**config.mk**
```make
export PLATFORM = sky130hd
export DESIGN_NAME = chroma_blob_tracker
export DESIGN_NICKNAME = d
export VERILOG_FILES = /design/src/rtl/chroma_blob_tracker.sv
export SDC_FILE = /design/constraint.sdc
export NUM_CORES = 1
export LEC_CHECK = 0
export ABC_CLOCK_PERIOD_IN_PS = 17400
export CAP_MARGIN = 5
export CELL_PAD_IN_SITES_DETAIL_PLACEMENT = 0
export CELL_PAD_IN_SITES_GLOBAL_PLACEMENT = 1
export CORE_MARGIN = 2
export CORE_UTILIZATION = 33
export CTS_CLUSTER_SIZE = 20
export DETAILED_ROUTE_END_ITERATION = 16
export GPL_TIMING_DRIVEN = 1
export PLACE_DENSITY_LB_ADDON = 0.1
export SYNTH_ARGS = -nofsm -noshare
export SYNTH_HDL_FRONTEND = slang
export SYNTH_SLANG_ARGS = --single-unit
```
**constraint.sdc**
```tcl
create_clock -name clk -period 17.4 [get_ports clk]
set_clock_uncertainty 0.05 [all_clocks]
set_input_delay 1.74 -clock clk [delete_from_list [all_inputs] [get_ports clk]]
set_output_delay 1.74 -clock clk [all_outputs]
set_load 0.02 [all_outputs]
```
**src/rtl/chroma_blob_tracker.sv**
```systemverilog
// Per-frame statistics of chroma-key matched pixels (count, coordinate sums, bounding box)
// with a sequential restoring divider that turns the sums into a centroid at each frame end.
module chroma_blob_tracker #(
    parameter int H_ACTIVE   = 1024,
    parameter int V_ACTIVE   = 768,
    parameter int MIN_PIXELS = 64
) (
    input  logic        clk,
    input  logic        rst,
    input  logic        vsync,
    input  logic        blank,
    input  logic [10:0] hcount,
    input  logic [9:0]  vcount,
    input  logic        chroma_key_match,
    output logic [10:0] centroid_x,
    output logic [9:0]  centroid_y,
    output logic [10:0] bbox_x_min,
    output logic [10:0] bbox_x_max,
    output logic [9:0]  bbox_y_min,
    output logic [9:0]  bbox_y_max,
    output logic [19:0] pixel_count,
    output logic        object_found,
    output logic        result_valid,
    output logic        busy,
    output logic        overrun
);

    // state  | meaning
    // IDLE   | accumulating, waiting for frame end
    // DIV_X  | dividing sum_x by count, one quotient bit per cycle
    // DIV_Y  | dividing sum_y by count
    // FINISH | publish snapshot and quotients
    typedef enum logic [1:0] {IDLE, DIV_X, DIV_Y, FINISH} state_t;

    localparam logic [10:0] H_LIM      = 11'(H_ACTIVE);
    localparam logic [9:0]  V_LIM      = 10'(V_ACTIVE);
    localparam logic [10:0] X_MIN_INIT = 11'(H_ACTIVE - 1);
    localparam logic [9:0]  Y_MIN_INIT = 10'(V_ACTIVE - 1);
    localparam logic [19:0] MIN_CNT    = 20'(MIN_PIXELS);
    localparam logic [4:0]  ITER_LAST  = 5'd29;

    state_t state, state_nxt;

    logic        vsync_q;
    logic        frame_end;
    logic        pix_ok;

    logic [19:0] cnt;
    logic [29:0] sx, sy;
    logic [10:0] x_min, x_max;
    logic [9:0]  y_min, y_max;

    logic [19:0] w_cnt;
    logic [29:0] w_sy;
    logic [10:0] w_x_min, w_x_max;
    logic [9:0]  w_y_min, w_y_max;
    logic [29:0] div_q;
    logic [19:0] rem;
    logic [4:0]  iter;
    logic [10:0] q_x;
    logic [9:0]  q_y;

    logic [20:0] trial;
    logic        fits;
    logic [19:0] rem_nxt;
    logic [29:0] quo_nxt;
    logic        last_iter;
    logic        w_found;

    logic        snap_load;
    logic        div_step;
    logic        publish;

    assign frame_end = vsync_q & ~vsync;
    assign pix_ok    = ~blank & chroma_key_match & (hcount < H_LIM) & (vcount < V_LIM);
    assign last_iter = (iter == 5'd0);
    assign w_found   = (w_cnt >= MIN_CNT);

    // One restoring step: shift in the next dividend bit, subtract if it fits.
    assign trial   = {rem, div_q[29]};
    assign fits    = (trial >= {1'b0, w_cnt});
    assign rem_nxt = fits ? (trial[19:0] - w_cnt) : trial[19:0];
    assign quo_nxt = {div_q[28:0], fits};

    always_ff @(posedge clk or posedge rst) begin
        if (rst) begin
            state <= IDLE;
        end else begin
            state <= state_nxt;
        end
    end

    always_comb begin
        state_nxt = state;
        case (state)
            IDLE: begin
                if (frame_end) begin
                    state_nxt = (cnt >= MIN_CNT) ? DIV_X : FINISH;
                end
            end
            DIV_X:   if (last_iter) state_nxt = DIV_Y;
            DIV_Y:   if (last_iter) state_nxt = FINISH;
            FINISH:  state_nxt = IDLE;
            default: state_nxt = IDLE;
        endcase
    end

    always_comb begin
        busy      = (state != IDLE);
        snap_load = (state == IDLE) && frame_end;
        div_step  = (state == DIV_X) || (state == DIV_Y);
        publish   = (state == FINISH);
    end

    // Accumulators run in every state; a frame end restarts them, seeded by the current pixel.
    always_ff @(posedge clk or posedge rst) begin
        if (rst) begin
            vsync_q <= 1'b1;
            cnt     <= '0;
            sx      <= '0;
            sy      <= '0;
            x_min   <= X_MIN_INIT;
            x_max   <= '0;
            y_min   <= Y_MIN_INIT;
            y_max   <= '0;
        end else begin
            vsync_q <= vsync;
            if (frame_end) begin
                cnt   <= pix_ok ? 20'd1 : 20'd0;
                sx    <= pix_ok ? 30'(hcount) : 30'd0;
                sy    <= pix_ok ? 30'(vcount) : 30'd0;
                x_min <= pix_ok ? hcount : X_MIN_INIT;
                x_max <= pix_ok ? hcount : 11'd0;
                y_min <= pix_ok ? vcount : Y_MIN_INIT;
                y_max <= pix_ok ? vcount : 10'd0;
            end else if (pix_ok) begin
                if (cnt != '1) cnt <= cnt + 20'd1;
                sx <= sx + 30'(hcount);
                sy <= sy + 30'(vcount);
                if (hcount < x_min) x_min <= hcount;
                if (hcount > x_max) x_max <= hcount;
                if (vcount < y_min) y_min <= vcount;
                if (vcount > y_max) y_max <= vcount;
            end
        end
    end

    always_ff @(posedge clk or posedge rst) begin
        if (rst) begin
            w_cnt   <= '0;
            w_sy    <= '0;
            w_x_min <= '0;
            w_x_max <= '0;
            w_y_min <= '0;
            w_y_max <= '0;
            div_q   <= '0;
            rem     <= '0;
            iter    <= '0;
            q_x     <= '0;
            q_y     <= '0;
        end else if (snap_load) begin
            w_cnt   <= cnt;
            w_sy    <= sy;
            w_x_min <= x_min;
            w_x_max <= x_max;
            w_y_min <= y_min;
            w_y_max <= y_max;
            div_q   <= sx;
            rem     <= '0;
            iter    <= ITER_LAST;
        end else if (div_step) begin
            div_q <= quo_nxt;
            rem   <= rem_nxt;
            iter  <= iter - 5'd1;
            if (last_iter) begin
                if (state == DIV_X) begin
                    q_x   <= quo_nxt[10:0];
                    div_q <= w_sy;
                    rem   <= '0;
                    iter  <= ITER_LAST;
                end else begin
                    q_y <= quo_nxt[9:0];
                end
            end
        end
    end

    always_ff @(posedge clk or posedge rst) begin
        if (rst) begin
            centroid_x   <= '0;
            centroid_y   <= '0;
            bbox_x_min   <= '0;
            bbox_x_max   <= '0;
            bbox_y_min   <= '0;
            bbox_y_max   <= '0;
            pixel_count  <= '0;
            object_found <= 1'b0;
            result_valid <= 1'b0;
            overrun      <= 1'b0;
        end else begin
            result_valid <= publish;
            overrun      <= frame_end && (state != IDLE);
            if (publish) begin
                pixel_count  <= w_cnt;
                object_found <= w_found;
                centroid_x   <= w_found ? q_x : 11'd0;
                centroid_y   <= w_found ? q_y : 10'd0;
                bbox_x_min   <= w_found ? w_x_min : 11'd0;
                bbox_x_max   <= w_found ? w_x_max : 11'd0;
                bbox_y_min   <= w_found ? w_y_min : 10'd0;
                bbox_y_max   <= w_found ? w_y_max : 10'd0;
            end
        end
    end

endmodule

```
Yosys cells after proc, flatten, opt, wreduce, memory -nomap -nowiden --
Index checks and enable logic that the tools add are counted.
Cells by class: add/subtract/negate cells 5, magnitude comparators 9, eq/ne operators 7, muxes and demuxes 50, bitwise operators 8, reductions and logical operators 21
Operator list (count):
- two-way mux 30 bit | 8
- two-way mux 20 bit | 8
- two-way mux 11 bit | 12
- two-way mux 10 bit | 12
- greater-or-equal comparator 20 x 7 -> 1 bit, second input constant | 2
- adder 30 x 10 -> 30 bit | 1
- adder 30 x 11 -> 30 bit | 1
- greater-or-equal comparator 21 x 20 -> 1 bit | 1
- adder 20 x 1 -> 20 bit, second input constant | 1
- two-way mux 5 bit | 4
- inequality test 20 bit, second input constant | 1
- subtractor 20 bit | 1
- nonzero test 2 bit | 8
- > comparator 11 bit | 1
- less-than comparator 11 bit | 1
- less-than comparator 11 bit, second input constant | 1
- > comparator 10 bit | 1
- less-than comparator 10 bit | 1
- less-than comparator 10 bit, second input constant | 1
- AND reduction 2 bit | 5
- two-way mux 2 bit | 4
- one-hot mux 2 bit (4 select lines) | 1
- AND reduction 4 bit | 2
- inequality test 2 bit, second input constant | 3
- 11 further kinds | 19
Word-level totals: bits in registers 379, input port bits 26, word-level logic and storage cells 130

Logic depth before layout (Yosys ltp) --
word-level depth 6, gate-level depth with buffers 11

Worst setup path after synthesis --
No wires, ideal clock.
path kind input-to-reg, from input port vcount[0], to register sy[8], arrival time 3.586 ns, required time 17.229 ns, path slack 13.643 ns, cell stages on the path 9, cell sequence ha_1 fa_1 a21o_1 a21o_1 a22o_1 o41ai_1 xor2_1 o21ai_0 a22o_1
On the way: longest elaborated chain between the ends 4
RTL lines:
- start: declaration | RTL line 13 | input logic [9:0] vcount,
- branches (longest 4 deep; another with adder 30 x 10 -> 30 bit)
- end signal: assignment | RTL line 131 | sy <= pix_ok ? 30'(vcount) : 30'd0;
- end signal: assignment | RTL line 139 | sy <= sy + 30'(vcount);
- end: declaration | RTL line 49 | logic [29:0] sx, sy;
Parallel ways; which one is timed is not known. The select of a mux whose other input is x is not followed. A chain may end at the register's enable or synchronous reset.

Worst setup path in the final report --
from input port hcount[2], to register x_min[0]
On the way: longest elaborated chain between the ends 5
RTL lines:
- start: declaration | RTL line 12 | input logic [10:0] hcount,
- less-than comparator 11 bit | RTL line 75 | assign pix_ok = ~blank & chroma_key_match & (hcount < H_LIM) & (vcount < V_LIM);
- AND 1 bit (2 in series) | RTL line 75
- two-way mux 11 bit / nonzero test 2 bit (equally long branches)
- two-way mux 11 bit / AND reduction 2 bit (equally long branches)
- end signal: assignment | RTL line 132 | x_min <= pix_ok ? hcount : X_MIN_INIT;
- end signal: assignment | RTL line 140 | if (hcount < x_min) x_min <= hcount;
- end: declaration | RTL line 50 | logic [10:0] x_min, x_max;
Several ways; a longest one is shown, not always the timed one.

==> results.rst <==
.. list-table::
   :header-rows: 1

   * - Metric
     - Value
   * - Largest family of logic cells by synthesized area
     - compound AO/OA/AOI/OAI gates
   * - Portion of netlist area occupied by mux cells
     - 5.140%
   * - Clock Root Buffer
     - sky130_fd_sc_hd__clkbuf_16
   * - Worst setup slack for register-to-register paths
     - 14330 ps
   * - Worst-Skew Late Latency
     - 580 ps
   * - Beginning of the worst register-to-register path
     - w_cnt[18]
   * - Endpoint arrival time on the critical path
     - 4730 ps
   * - Outcome
     - completed
   * - Max_slew headroom
     - 19.74%
   * - Crit end category
     - flop
   * - Tot GR Track Use
     - 17.18%
   * - Startpoint Class
     - input pin
   * - Worst Tran Pin Value
     - 1196 ps
   * - Top area cells in the synthesized netlist
     - sky130_fd_sc_hd__dfrtp_1 (48%), sky130_fd_sc_hd__nand2_1 (6.2%), sky130_fd_sc_hd__ha_1 (6.0%), sky130_fd_sc_hd__o21ai_0 (5.6%), sky130_fd_sc_hd__a22o_1 (3.8%)
   * - Number of synthesis warnings
     - 0
   * - Final wirelength
     - 49.55 mm
   * - Most common cell in the synthesized netlist
     - sky130_fd_sc_hd__dfrtp_1
   * - Maximum VDD drop
     - 98.49 µV
   * - Worst Hold Path Cells
     - 2
   * - FMAX
     - 234.3 MHz
   * - GP Congestion
     - 0.7998
   * - Area share of the largest cell type after synthesis
     - 48.18%
   * - Commonest cells post-synth
     - sky130_fd_sc_hd__dfrtp_1 (359), sky130_fd_sc_hd__nand2_1 (308), sky130_fd_sc_hd__o21ai_0 (207)
   * - Unrepaired setup endpoints after global routing
     - false
   * - Count of cells along the worst register-to-register path
     - 8
   * - Remaining design rule violation count
     - 0
   * - Aggregate global routing overflow
     - 0
   * - Crit path time final
     - 4267 ps
   * - Count of buffering cells on the critical path with inverters included
     - 1
   * - Longest individual stage delay on the worst path
     - 940 ps
   * - Hold Worst Slack
     - 420.1 ps
   * - Largest delay contributor family on the critical path
     - compound AO/OA/AOI/OAI gates
   * - Via count
     - 13740
   * - Core footprint
     - 0.05617 mm²
   * - Antenna violations before repair
     - 0
   * - Mapped cell area
     - 0.01865 mm²
   * - Post-Syn Instances
     - 1860
   * - Post-synth top area cell
     - sky130_fd_sc_hd__dfrtp_1
   * - Top flip-flop cell by instance count after synthesis
     - sky130_fd_sc_hd__dfrtp_1
   * - Synth Area in Compound Gates
     - 16.13%
   * - Remaining antenna violation count
     - 0
   * - Endpoint of the worst hold path
     - w_sy[24]
   * - PwrDens
     - 167.1 mW/mm²
   * - Via density per instance
     - 5.038
   * - # clock sinks
     - 379
   * - Type of the worst setup path
     - in2reg
   * - Filler cell count in the final layout
     - 5634
   * - Number of input and output port buffers inserted
     - 112
   * - Layout area overhead
     - 17.96%
   * - Fraction of registers with async set or reset after synthesis
     - 100.0%
   * - Hold/Removal Path Class
     - reg2reg
   * - Diodes inserted
     - 0
   * - Simple-gate area share of the yosys netlist
     - 13.96%
   * - Flop and latch count out of synthesis
     - 379
   * - Hold path startpoint
     - w_sy[24]
   * - Die outline area
     - 0.05842 mm²
   * - Quantity of gates resized following cts
     - 0
   * - Total Nets Final
     - 2056
   * - Height of the die
     - 241.7 µm
   * - Final setup violating endpoints
     - 0
   * - Post-route clock period utilization
     - 24.52%
   * - X dimension of the die
     - 241.7 µm
   * - P_leak
     - 10.15 nW
   * - Number of distinct library cell variants in the gate-level netlist after synthesis
     - 74
   * - Global-route wire length before repair
     - 81.11 mm
   * - Maximum clock path buffer count
     - 3
   * - Std cell rows
     - 87
   * - Sequential cell area
     - 0.009509 mm²
   * - First-pass detailed-route iteration total
     - 5
   * - R2r endpoint
     - rem[15]
   * - Synth Area in Adders
     - 6.294%
   * - Starting Density
     - 33.20%
   * - Worst Path Max Fanout
     - 11
   * - Share of cells above drive strength 1
     - 8.621%
   * - Clock tree from TritonCTS
     - yes
   * - Net count after synthesis
     - 1978
   * - Max-slew violation total from the final report
     - 0
   * - Total negative setup slack
     - 0 ps
   * - Via count of the first global-routing pass
     - 13980
   * - Area of combinational cells with multiple inputs
     - 0.008488 mm²
   * - Placed wire-length estimate
     - 33.21 mm
   * - Post CTS Setup Buffer Count
     - 0
   * - Number of buffers added by the clock tree synthesis step
     - 45
   * - Data required time of the critical path
     - 17870 ps
   * - Maximum Capacitance Violations
     - 0
   * - CTS hold repair buffers
     - 0
   * - I/O pin count
     - 113
   * - Xor/xnor cell area share of the yosys netlist
     - 3.711%
   * - Mean routed wirelength per cell
     - 18.16 µm
   * - H-tree depth
     - 2
   * - Final-report hold violation count
     - 0
   * - Largest net degree at the start of global routing
     - 137
   * - Count of routing violations after the opening detailed-route iteration
     - 812
   * - CP cell instances
     - clkdlybuf4s50_1 > ha_1 > a21oi_1 > o21ai_0 > a21oi_1 > o21a_1 > o21ai_0 > o21ai_1 > mux2_2
   * - Cell with the biggest individual delay on the critical path
     - sky130_fd_sc_hd__o21ai_1
   * - Sequential element share of the synthesized area
     - 51.00%
   * - Worst-path clk slew
     - 60 ps
   * - Count of flip-flops with a built-in enable after synthesis
     - 0
   * - Post-synthesis average cell area
     - 10.02 µm²
## worst register-to-register path, delay by kind of cell, from the launching register on
| kind | cells | cell delay (ps) |
|---|---|---|
| AOI/OAI and AO/OA | 4 | 1130 |
| and+or+nand+nor | 2 | 760 |
| adders and majority gates | 1 | 450 |
| DFF | 1 | 420 |
| buffers and inverters | 1 | 120 |
## report_power, final
group	internal, mW	total (mW)	switching, mW
Clock	0.583	0.963	0.380
Sequential	1.12	1.28	0.162
Combinational	0.580	1.43	0.854
Total	2.28	3.68	1.40
## kinds of logic (layout without fill, tap and decap cells)
logic type	Yosys count	after routing
AND/OR/NAND/NOR	571	571
AO/OA/AOI/OAI	469	469
flip-flops	379	379
buffers and inverters	179	291
adder cells (fa/ha/maj)	92	92
multiplexers	91	91
XOR/XNOR	79	79
## sequential cells by signal, indices dropped and copies added (netlist names), 20 cells and up
register     cells
sy              30
div_q           30
pixel_count     20
w_sy            30
cnt             20
sx              30
rem             20
w_cnt           20
## how the worst max path moves through the flow
stage / start / slack, ps / cells after the start / endpoint
6_report: hcount[2] / 13130 / 9 / x_min[0]
3_3_place_gp: hcount[2] / 12480 / 9 / x_min[0]
5_1_grt: rst / 12830 / 4 / w_y_max[7]
2_1_floorplan: rst / 5110 / 1 / bbox_x_max[0]
3_5_place_dp: hcount[10] / 12430 / 6 / x_min[0]
4_1_cts: hcount[10] / 13070 / 6 / x_min[0]
## area by class of cell
cell class	instances	area share, %
tap	756	4.301
inverter	83	1.451
multi-input combinational	1302	38.59
clock inverter	13	0.9841
clock buffer	68	5.831
timing repair buffer	127	5.609
sequential	379	43.23
## routing by layer
metal	track usage, %	wire length, µm	share of wire [%]	vias up
met5	0	0	0	-
li1	-	-	-	6712
met2	27.04	22450	45	188
met1	24.64	24380	49	6775
met3	2.408	1589	3.2	69
met4	4.884	1129	2.3	0
## cell usage in the layout (no fill, tap or decap), types with 16 or more instances in the layout
master	netlist	final
sky130_fd_sc_hd__a21o_1	24	24
sky130_fd_sc_hd__a21oi_1	60	60
sky130_fd_sc_hd__a22o_1	81	81
sky130_fd_sc_hd__clkbuf_1	80	16
sky130_fd_sc_hd__clkbuf_16	0	45
sky130_fd_sc_hd__clkdlybuf4s50_1	0	112
sky130_fd_sc_hd__dfrtp_1	359	359
sky130_fd_sc_hd__dfstp_2	20	20
sky130_fd_sc_hd__ha_1	89	88
sky130_fd_sc_hd__inv_1	83	81
sky130_fd_sc_hd__mux2_2	38	38
sky130_fd_sc_hd__mux2i_1	53	53
sky130_fd_sc_hd__nand2_1	308	306
sky130_fd_sc_hd__nand3_1	31	31
sky130_fd_sc_hd__nand4_1	25	25
sky130_fd_sc_hd__nor2_1	95	92
sky130_fd_sc_hd__nor3_1	28	28
sky130_fd_sc_hd__o21ai_0	207	206
sky130_fd_sc_hd__xnor2_1	34	34
sky130_fd_sc_hd__xor2_1	45	45
## metrics by stage
stage / power, mW / utilization (%) / instance area [µm²] / cells / setup slack (ps)
after floorplan: 2.265 / - / 18650 / 1860 / 5114
after global placement: 2.730 / 36.49 / 20500 / 2647 / 12480
after detailed placement: 2.745 / 36.49 / 20500 / 2647 / 12430
after CTS: 3.736 / 39.16 / 21990 / 2728 / 13070
after global routing: 3.956 / 39.16 / 21990 / 2728 / 12830
final: 3.675 / 39.16 / 21990 / 2728 / 13130
(Power assumes the default switching activity.)
